==> config.mk <==
export PLATFORM = sky130hd
export DESIGN_NAME = pulse_stretch_flat
export DESIGN_NICKNAME = d
export VERILOG_FILES = /design/src/rtl/pulse_stretch_pkg.sv /design/src/rtl/pulse_stretch_if.sv /design/src/rtl/tick_prescaler.sv /design/src/rtl/pulse_stretch.sv /design/src/flat_wrapper.sv
export SDC_FILE = /design/constraint.sdc
export NUM_CORES = 1
export LEC_CHECK = 0
export ABC_AREA = 1
export BUFFER_PORTS_ARGS = -buffer_cell sky130_fd_sc_hd__buf_2
export CELL_PAD_IN_SITES_DETAIL_PLACEMENT = 2
export CELL_PAD_IN_SITES_GLOBAL_PLACEMENT = 2
export CORE_ASPECT_RATIO = 1.1
export CORE_MARGIN = 1.5
export CORE_UTILIZATION = 40
export DETAILED_ROUTE_END_ITERATION = 12
export PLACE_DENSITY_LB_ADDON = 0.1
export SLEW_MARGIN = 5
export SYNTH_ARGS = -nofsm -noshare
export SYNTH_HDL_FRONTEND = slang
export SYNTH_SLANG_ARGS = --single-unit
==> constraint.sdc <==
create_clock -name clk -period 5.37 [get_ports clk]
set_input_delay 0.2685 -clock clk [delete_from_list [all_inputs] [get_ports clk]]
set_output_delay 0.2685 -clock clk [all_outputs]
set_load 0.03 [all_outputs]
==> src/rtl/pulse_stretch_pkg.sv <==
// Shared types and default constants for the pulse stretcher and its prescaler.
package pulse_stretch_pkg;
  typedef enum logic [1:0] {
    IDLE = 2'd0,
    ON   = 2'd1,
    GAP  = 2'd2
  } state_e;

  localparam int DEF_DIV_W     = 15;
  localparam int DEF_ON_TICKS  = 10;
  localparam int DEF_OFF_TICKS = 2;
  localparam int TCNT_W        = 8;
endpackage

==> src/rtl/pulse_stretch_if.sv <==
// Request/indicator bundle of the pulse stretcher plus FSM state for observation.
interface pulse_stretch_if;
  // trig: one-cycle (or held) request sampled every clk; no ready, requests
  // arriving while a pulse is active are absorbed or dropped by the stretcher.
  // outsig/busy/state are registered outputs of the stretcher.
  logic                      trig;
  logic                      outsig;
  logic                      busy;
  pulse_stretch_pkg::state_e state;

  modport master (output trig, input outsig, input busy, input state);
  modport slave  (input trig, output outsig, output busy, output state);
endinterface

==> src/rtl/tick_prescaler.sv <==
// Free-running DIV_W-bit counter; tick is high for the cycle the count is all-ones.
module tick_prescaler #(
  parameter int DIV_W = pulse_stretch_pkg::DEF_DIV_W
) (
  input  logic clk,
  input  logic reset,
  output logic tick
);
  localparam logic [DIV_W-1:0] ONE = 1;

  logic [DIV_W-1:0] cnt_q, cnt_d;

  always_comb cnt_d = cnt_q + ONE;

  always_ff @(posedge clk or posedge reset) begin
    if (reset) cnt_q <= '0;
    else       cnt_q <= cnt_d;
  end

  assign tick = &cnt_q;
endmodule

==> src/rtl/pulse_stretch.sv <==
// Stretches trigger events into ON_TICKS-long pulses separated by OFF_TICKS of low.
// Optional feature: define PULSE_RETRIG_EN to let a trigger during ON restart the ON period.
module pulse_stretch
  import pulse_stretch_pkg::*;
#(
  parameter int DIV_W     = DEF_DIV_W,
  parameter int ON_TICKS  = DEF_ON_TICKS,
  parameter int OFF_TICKS = DEF_OFF_TICKS
) (
  input logic            clk,
  input logic            reset,
  pulse_stretch_if.slave ps
);
  localparam logic [TCNT_W-1:0] ON_T  = TCNT_W'(ON_TICKS);
  localparam logic [TCNT_W-1:0] OFF_T = TCNT_W'(OFF_TICKS);

  logic              tick;
  state_e            state_q, state_d;
  logic [TCNT_W-1:0] tcnt_q, tcnt_d, tcnt_inc;
  logic              pend_q, pend_d;
  logic              outsig_q, outsig_d;
  logic              busy_q, busy_d;

  tick_prescaler #(.DIV_W(DIV_W)) u_prescaler (
    .clk   (clk),
    .reset (reset),
    .tick  (tick)
  );

  always_ff @(posedge clk or posedge reset) begin
    if (reset) begin
      state_q  <= IDLE;
      tcnt_q   <= '0;
      pend_q   <= 1'b0;
      outsig_q <= 1'b0;
      busy_q   <= 1'b0;
    end else begin
      state_q  <= state_d;
      tcnt_q   <= tcnt_d;
      pend_q   <= pend_d;
      outsig_q <= outsig_d;
      busy_q   <= busy_d;
    end
  end

  assign tcnt_inc = tcnt_q + 1'b1;

  always_comb begin
    state_d = state_q;
    tcnt_d  = tcnt_q;
    pend_d  = pend_q;
    case (state_q)
      IDLE: begin
        if (ps.trig) begin
          state_d = ON;
          tcnt_d  = '0;
          pend_d  = 1'b0;
        end
      end
      ON: begin
`ifdef PULSE_RETRIG_EN
        if (ps.trig) tcnt_d = '0;
        else
`endif
        if (tick) begin
          tcnt_d = tcnt_inc;
          if (tcnt_inc == ON_T) begin
            tcnt_d = '0;
            // A trigger landing on the exit edge counts as pending.
            if (OFF_TICKS > 0) begin
              state_d = GAP;
              pend_d  = pend_q | ps.trig;
            end else if (pend_q | ps.trig) begin
              state_d = ON;
              pend_d  = 1'b0;
            end else begin
              state_d = IDLE;
            end
          end
        end
      end
      GAP: begin
        pend_d = pend_q | ps.trig;
        if (tick) begin
          tcnt_d = tcnt_inc;
          if (tcnt_inc == OFF_T) begin
            tcnt_d = '0;
            if (pend_q | ps.trig) begin
              state_d = ON;
              pend_d  = 1'b0;
            end else begin
              state_d = IDLE;
            end
          end
        end
      end
      default: state_d = IDLE;
    endcase
  end

  always_comb begin
    outsig_d = (state_d == ON);
    busy_d   = (state_d != IDLE) || pend_d;
  end

  assign ps.outsig = outsig_q;
  assign ps.busy   = busy_q;
  assign ps.state  = state_q;
endmodule

==> src/flat_wrapper.sv <==
// flat-port wrapper written by rule: the top's interface ports become plain ports
module pulse_stretch_flat import pulse_stretch_pkg::*;
#(
  parameter int DIV_W     = DEF_DIV_W,
  parameter int ON_TICKS  = DEF_ON_TICKS,
  parameter int OFF_TICKS = DEF_OFF_TICKS
)
  (clk, reset, ps_trig, ps_outsig, ps_busy, ps_state);
  pulse_stretch_if ps_i ();
  input logic clk;
  input logic reset;
  input wire logic [$bits(ps_i.trig)-1:0] ps_trig;
  output wire logic [$bits(ps_i.outsig)-1:0] ps_outsig;
  output wire logic [$bits(ps_i.busy)-1:0] ps_busy;
  output wire logic [$bits(ps_i.state)-1:0] ps_state;
  assign ps_i.trig = ps_trig;
  assign ps_outsig = ps_i.outsig;
  assign ps_busy = ps_i.busy;
  assign ps_state = ps_i.state;
  pulse_stretch #(.DIV_W(DIV_W), .ON_TICKS(ON_TICKS), .OFF_TICKS(OFF_TICKS)) u_core (.clk(clk), .reset(reset), .ps(ps_i));
endmodule
==> qor.yml, run 1 <==
routing:
  antenna_left: 0
  vias: 1194
  vias_per_cell: 4.98
  wl_per_cell_um: 15.1
  drt_first_pass_iters: 4
  drc_errors: 0
  drt_iter0_markers: 38
  wl_mm: 3.63
placement:
  place_inst: 236
  io_buffers: 6
  dpl.hpwl_mm: 2.83
  dpl_cell_area_um2: 1640
  dp_slack_ns: 3.33
  gp_congestion: 0.815
clocking:
  clk_latency_ns: 0.28
  holdBufCountCts: 0
  cts_resized: 0
  cts_made_buffers: 3
  path_clk_slew_ns: 0.10
  cts.sink_count: 28
  cts.path.max_buffers: 2
  cts_tree: "built"
  cts_setup_buffers: 0
  ctsHtreeMaxLevel: 1
  clock-root-buffer: "clkbuf_8"
sta:
  hold_viol: 0
  max_freq_mhz: 492
  tightest_slew_ns: 1.04
  clock_skew_ns: 0.00537
  timing.final.crit_share: 0.379
  maxSlewViolCount: 0
  period_minus_slack_ns: 2.03
  fin_hold_ws_ns: 0.233
  fin_ws_ns: 3.34
  slew_headroom: 0.304
  final.setup.tns_ns: 0
  rsz0062_at_grt: "no"
  setup_violations: 0
power_and_ir_drop:
  ir_drop_mv: 0.126
  pwr_density_cell_nw_per_um2: 356
  p_leak_uw: 0.000823
setup_path:
  cp.arrival_ns: 2.19
  ff2ff_setup_slack_ns: 3.34
  reg2reg_to: "u_core.ps.busy$_DFF_PP0_"
  path_class: "reg2reg"
  rr_startpoint: "u_core.u_prescaler.cnt_q[0]$_DFF_PP0_"
  startpoint_type: "flop"
  crit_fanout: 6
  worst_setup_path_end_kind: "flop"
  reg2reg_depth: 10
  cp.required_ns: 5.52
  setup.worst_path.start: "u_core.u_prescaler.cnt_q[0]$_DFF_PP0_"
synthesis:
  netlist_area_um2: 1550
  synth_area_per_cell_um2: 8.61
  synthDistinctLibCells: 23
  synth_cells: 180
  ys_async_sr_fraction: 1.00
  ys_ff_latch: 28
  syn-num-nets: 190
  yosysSeqAreaShare: 0.452
  ys_warn_count: 0
  synth-edff-count: 0
  yosys_most_used_dff: "dfrtp_1"
finish:
  syn_to_final_growth_pct: 10.6
  regArea_um2: 701
  nets: 201
  multi_input_area_um2: 756
  fillers: 440
  layout-drive-gt1-share: 0.163
  final_cells: 240
  fin_area_um2: 1710
  diodes: 0
global_route:
  grt_pass1_vias: 1306
  grt_use_total: 0.187
  grt_max_degree: 29
  grt_pass1_wl_mm: 6.14
  antenna_found_initial: 0
  grt_overflow: 0
floorplanning:
  rows: 23
  initial_core_util: 0.421
  pin_count: 7
  dieArea_um2: 4260
  die_w_um: 62.4
  die_y_um: 68.3
  core_um2: 3680
outcome:
  status: "completed"
flow_run:
  cap_viol_max_count: 0
worst_hold_path:
  worst_hold_path_type: "in2async"
## flip-flops by register name (all words and copies together) (netlist names)
name                      count
u_core.ps.outsig              1
u_core.tcnt_q                 8
u_core.ps.busy                1
u_core.u_prescaler.cnt_q     15
u_core.pend_q                 1
u_core.ps.state               2
## metal layers
metal	vias up	share of wire	track usage
li1	589	-	-
met1	590	0.45	0.228
met2	10	0.52	0.355
met3	5	0.019	0.0247
met4	0	0.011	0.0500
met5	-	0	0
## metrics by stage
| step | total power (µW) | utilization |
|---|---|---|
| after global placement | 435 | 0.446 |
| after floorplan | 386 | - |
| final | 610 | 0.465 |
| after CTS | 618 | 0.465 |
| after global routing | 645 | 0.465 |
| after detailed placement | 446 | 0.446 |
## logic make-up after synthesis
| group | after synthesis | synth area share |
|---|---|---|
| AOI/OAI and AO/OA | 16 | 0.0630 |
| xor gates and xnor gates | 14 | 0.0791 |
| adders and majority gates | 7 | 0.0565 |
| buffers and inverters | 25 | 0.0605 |
| DFF | 28 | 0.452 |
| and+or+nand+nor | 90 | 0.289 |
## critical path, cell delays in order, from the launching register on
cell and delay [ns]:
dfrtp_1 0.39, ha_1 0.20, nand3_1 0.13, nor2_2 0.19, nand2_2 0.12, nor3_4 0.29, nand3_2 0.15, nand2_2 0.09
nand3_2 0.06, a21oi_2 0.17, nand3_1 0.10
## cell usage in the layout, fill, tap and decap left out, drive strengths merged
master | Yosys | routed
nor2b | 1 | 1
o21a | 1 | 1
nand2 | 42 | 42
nor3 | 1 | 1
nand3b | 2 | 2
xnor2 | 8 | 8
nand4 | 6 | 6
clkbuf | 0 | 3
dfrtp | 28 | 28
bufinv | 0 | 1
o21ai | 11 | 11
buf | 0 | 6
nand3 | 14 | 14
nor2 | 24 | 24
xor2 | 6 | 6
a21oi | 3 | 3
inv | 25 | 25
o41ai | 1 | 1
ha | 7 | 7
## layout make-up
class / instances / area share
clock buffer: 3 / 0.0241
clock inverter: 1 / 0.0175
inverter: 25 / 0.0547
multi-input combinational: 127 / 0.441
sequential: 28 / 0.409
tap: 50 / 0.0365
timing repair buffer: 6 / 0.0175
## synth_stat cells (2+ instances only)
cell type	instances	area, µm²
inv_2	2	7.51
a21oi_1	2	10.0
o21ai_1	9	45.0
nand2_1	36	135
nor2_2	3	18.8
nand3_1	9	45.0
inv_1	23	86.3
xnor2_1	8	70.1
nand3_2	5	50.1
o21ai_2	2	17.5
nand4_1	6	37.5
nand3b_1	2	15.0
ha_1	7	87.6
nand2_2	6	37.5
xor2_1	6	52.6
nor2_1	20	75.1
dfrtp_1	28	701
## power by group
part | internal [µW] | switching, µW | leakage (µW)
logic | 55.8 | 136 | 0.000419
registers | 230 | 20.1 | 0.000368
clock network | 99.8 | 68.0 | 0.0000357
## worst max path at each step
stage | cells after the start | slack, ns | end
6_report | 10 | 3.34 | u_core.ps.busy$_DFF_PP0_
5_1_grt | 10 | 3.13 | u_core.ps.busy$_DFF_PP0_
4_1_cts | 10 | 3.31 | u_core.ps.busy$_DFF_PP0_
3_5_place_dp | 10 | 3.33 | u_core.ps.busy$_DFF_PP0_
3_3_place_gp | 9 | 3.49 | u_core.tcnt_q[0]$_DFFE_PP0P_
2_1_floorplan | 10 | 3.69 | u_core.ps.busy$_DFF_PP0_
No activity file was read; power rests on OpenSTA's default activity.
==> inputs of run 2 (changes only) <==
--- a/config.mk
+++ b/config.mk
@@ -5,13 +5,13 @@
 export SDC_FILE = /design/constraint.sdc
 export NUM_CORES = 1
 export LEC_CHECK = 0
-export ABC_AREA = 1
+export ABC_AREA = 0
 export BUFFER_PORTS_ARGS = -buffer_cell sky130_fd_sc_hd__buf_2
 export CELL_PAD_IN_SITES_DETAIL_PLACEMENT = 2
 export CELL_PAD_IN_SITES_GLOBAL_PLACEMENT = 2
 export CORE_ASPECT_RATIO = 1.1
 export CORE_MARGIN = 1.5
-export CORE_UTILIZATION = 40
+export CORE_UTILIZATION = 39
 export DETAILED_ROUTE_END_ITERATION = 12
 export PLACE_DENSITY_LB_ADDON = 0.1
 export SLEW_MARGIN = 5
==> constraint.sdc (replaced) <==
create_clock -name clk -period 2.1 [get_ports clk]
set_input_delay 0.105 -clock clk [delete_from_list [all_inputs] [get_ports clk]]
set_output_delay 0.105 -clock clk [all_outputs]
set_load 0.03 [all_outputs]
==> qor.yml, run 2 <==
sta:
  rsz0062_at_grt: "yes"
  fin_ws_ns: -0.468  # -3.81 ns
  max_freq_mhz: 389  # -21%
  maxSlewViolCount: 0  # unchanged
  setup_violations: 12  # +12
  hold_viol: 0  # unchanged
  fin_hold_ws_ns: 0.425  # +0.192 ns
  clock_skew_ns: 0.0129  # +0.00749 ns
  slew_headroom: 0.448  # +0.144
  period_minus_slack_ns: 2.57  # +0.535 ns
  timing.final.crit_share: 1.22  # +0.844
  tightest_slew_ns: 0.827  # -0.216 ns
routing:
  vias_per_cell: 5.82  # +17%
  vias: 1582  # +32%
  drc_errors: 0  # unchanged
  drt_first_pass_iters: 4  # unchanged
  drt_iter0_markers: 151  # +300%
  wl_mm: 7.85  # +120%
  antenna_left: 0  # unchanged
  wl_per_cell_um: 28.9  # +91%
power_and_ir_drop:
  ir_drop_mv: 0.433  # +240%
  pwr_density_cell_nw_per_um2: 471  # +32%
  power_uw: 1080  # +77%
  p_leak_uw: 0.00101  # +23%
setup_path:
  cp.required_ns: 2.29  # -3.23 ns
  cp.arrival_ns: 2.76  # +0.57 ns
  worst_setup_path_end_kind: "flop"
  path_class: "reg2reg"
  reg2reg_to: "u_core.ps.busy$_DFF_PP0_"
  reg2reg_depth: 8  # -2
  crit_fanout: 5  # -1
  rr_startpoint: "u_core.u_prescaler.cnt_q[0]$_DFF_PP0_"
  ff2ff_setup_slack_ns: -0.47  # -3.81 ns
  startpoint_type: "flop"
synthesis:
  ys_async_sr_fraction: 1.00  # unchanged
  yosys-top-cells-area: "dfrtp_1 44%, xnor2_1 6.1%, ha_1 5.5%"
  synth_most_common_cell: "dfrtp_1"
  syn-num-nets: 175  # -7.9%
  synth_cells: 165  # -8.3%
  ys_warn_count: 0  # unchanged
  yosysSeqAreaShare: 0.442  # -0.0103
  yosys_most_used_dff: "dfrtp_1"
  netlist_top_cells_count: "28 x dfrtp_1, 20 x nand2_1, 14 x nor2_1, 11 x inv_1, 11 x xnor2_1"
  synth-edff-count: 0  # unchanged
  synth.top_cell.area_share: 0.442  # -0.0103
  synth_area_per_cell_um2: 9.62  # +12%
  netlist_area_um2: 1590  # +2.3%
  yosys.area.top_type: "dfrtp_1"
  synthDistinctLibCells: 42  # +83%
  ys_ff_latch: 28  # unchanged
finish:
  layout-drive-gt1-share: 0.436  # +0.273
  layout_commonest_cell: "buf_4"
  final_cell_mix: "44 x buf_4, 22 x dfrtp_1, 19 x nand2_1"
  syn_to_final_growth_pct: 44.2
  largest_reg_flops: 15  # unchanged
  nets: 231  # +15%
  fin_area_um2: 2290  # +34%
  diodes: 0  # unchanged
  regMostFlops: "u_core.u_prescaler.cnt_q"
  fillers: 373  # -15%
floorplanning:
  pin_count: 7  # unchanged
  die_w_um: 63.8  # +2.3%
  die_y_um: 69.9  # +2.3%
  rows: 24  # +4.3%
  core_um2: 3930  # +6.8%
  initial_core_util: 0.403  # -0.0175
  dieArea_um2: 4460  # +4.7%
clocking:
  clock-root-buffer: "clkbuf_8"
  cts_tree: "built"
  ctsHtreeMaxLevel: 1  # unchanged
  path_clk_slew_ns: 0.12  # +0.02 ns
  cts_made_buffers: 3  # unchanged
  cts.path.max_buffers: 2  # unchanged
  cts.sink_count: 28  # unchanged
  clk_latency_ns: 0.31  # +0.03 ns
worst_hold_path:
  whs_path_depth: 4
  worst_hold_path_type: "in2reg"
  whs_endpoint: "u_core.pend_q$_DFF_PP0_"
  hp-start: "ps_trig"
global_route:
  grt_pass1_wl_mm: 9.69  # +58%
  grt_overflow: 0  # unchanged
  grt_max_degree: 20  # -31%
  grt_pass1_vias: 1712  # +31%
  grt_use_total: 0.290  # +0.103
  antenna_found_initial: 0  # unchanged
placement:
  io_buffers: 6  # unchanged
  dpl.hpwl_mm: 3.77  # +33%
  dpl_cell_area_um2: 1940  # +18%
  gp_congestion: 0.780  # -4.4%
outcome:
  status: "complete, but fails checks"
  failed_checks: "setup timing"
flow_run:
  cap_viol_max_count: 0  # unchanged
-- run 2: through the flow --
step | setup TNS [ns] | utilization | cells | setup slack (ns)
after floorplan | -0.0660 | - | 165 | -0.0660
after global placement | -0.107 | 0.493 | 253 | -0.107
after detailed placement | -0.558 | 0.493 | 253 | -0.298
after CTS | -0.178 | 0.530 | 261 | -0.178
after global routing | -2.27 | 0.582 | 272 | -0.456
final | -1.87 | 0.582 | 272 | -0.468
-- run 2: logic make-up after synthesis --
kind of cell | count (synthesis) | synth area share
flops | 28 | 0.442
simple gates | 68 | 0.245
buf+inv | 15 | 0.0410
xor+xnor | 16 | 0.0883
fa+ha+maj | 7 | 0.0552
compound gates | 31 | 0.129
-- run 2: area by class of cell --
type / count / area, µm² / share of cell area
multi-input cells: 122 / 987 / 0.431
flip-flops and latches: 28 / 708 / 0.309
repair buffers: 55 / 415 / 0.182
well taps: 52 / 65.1 / 0.0284
clock buffers: 3 / 41.3 / 0.0180
inverters: 11 / 41.3 / 0.0180
clock inverters: 1 / 30.0 / 0.0131
-- run 2: critical path: stages, from the launching register on --
cell	delay, ns
dfrtp_1	0.42
ha_4	0.17
nand4_4	0.13
nor4_4	0.48
and2b_1	0.22
a21boi_1	0.13
nor3_2	0.25
inv_1	0.12
or4_1	0.54
-- run 2: repair_timing --
item	CTS	global route
buffers inserted	3	11
setup endpoints to repair	5	10
pin swaps	6	11
resized for setup	9	36
hold buffers	1	0
hold endpoints to repair	18	0
-- run 2: where the power goes --
part / internal, µW / switching [µW]
sequential: 543 / 6.02
clock: 257 / 217
combinational: 20.1 / 34.7
total: 819 / 258
-- run 2: worst max-delay path by stage --
stage                                                from                       end  depth (start not counted)
floorplan                    u_core.tcnt_q[0]$_DFFE_PP0P_  u_core.ps.busy$_DFF_PP0_                          8
global placement             u_core.tcnt_q[1]$_DFFE_PP0P_  u_core.ps.busy$_DFF_PP0_                          8
detailed placement           u_core.tcnt_q[5]$_DFFE_PP0P_  u_core.ps.busy$_DFF_PP0_                          7
CTS                          u_core.tcnt_q[0]$_DFFE_PP0P_  u_core.ps.busy$_DFF_PP0_                          7
global route        u_core.u_prescaler.cnt_q[0]$_DFF_PP0_  u_core.ps.busy$_DFF_PP0_                          8
finish              u_core.u_prescaler.cnt_q[0]$_DFF_PP0_  u_core.ps.busy$_DFF_PP0_                          8
-- run 2: metal layers --
layer,wire [µm],GRT usage,vias to the layer above
met5,0,0,-
met4,171,0.0845,0
met3,281,0.0322,14
met2,4080,0.512,49
met1,3330,0.370,833
li1,-,-,686
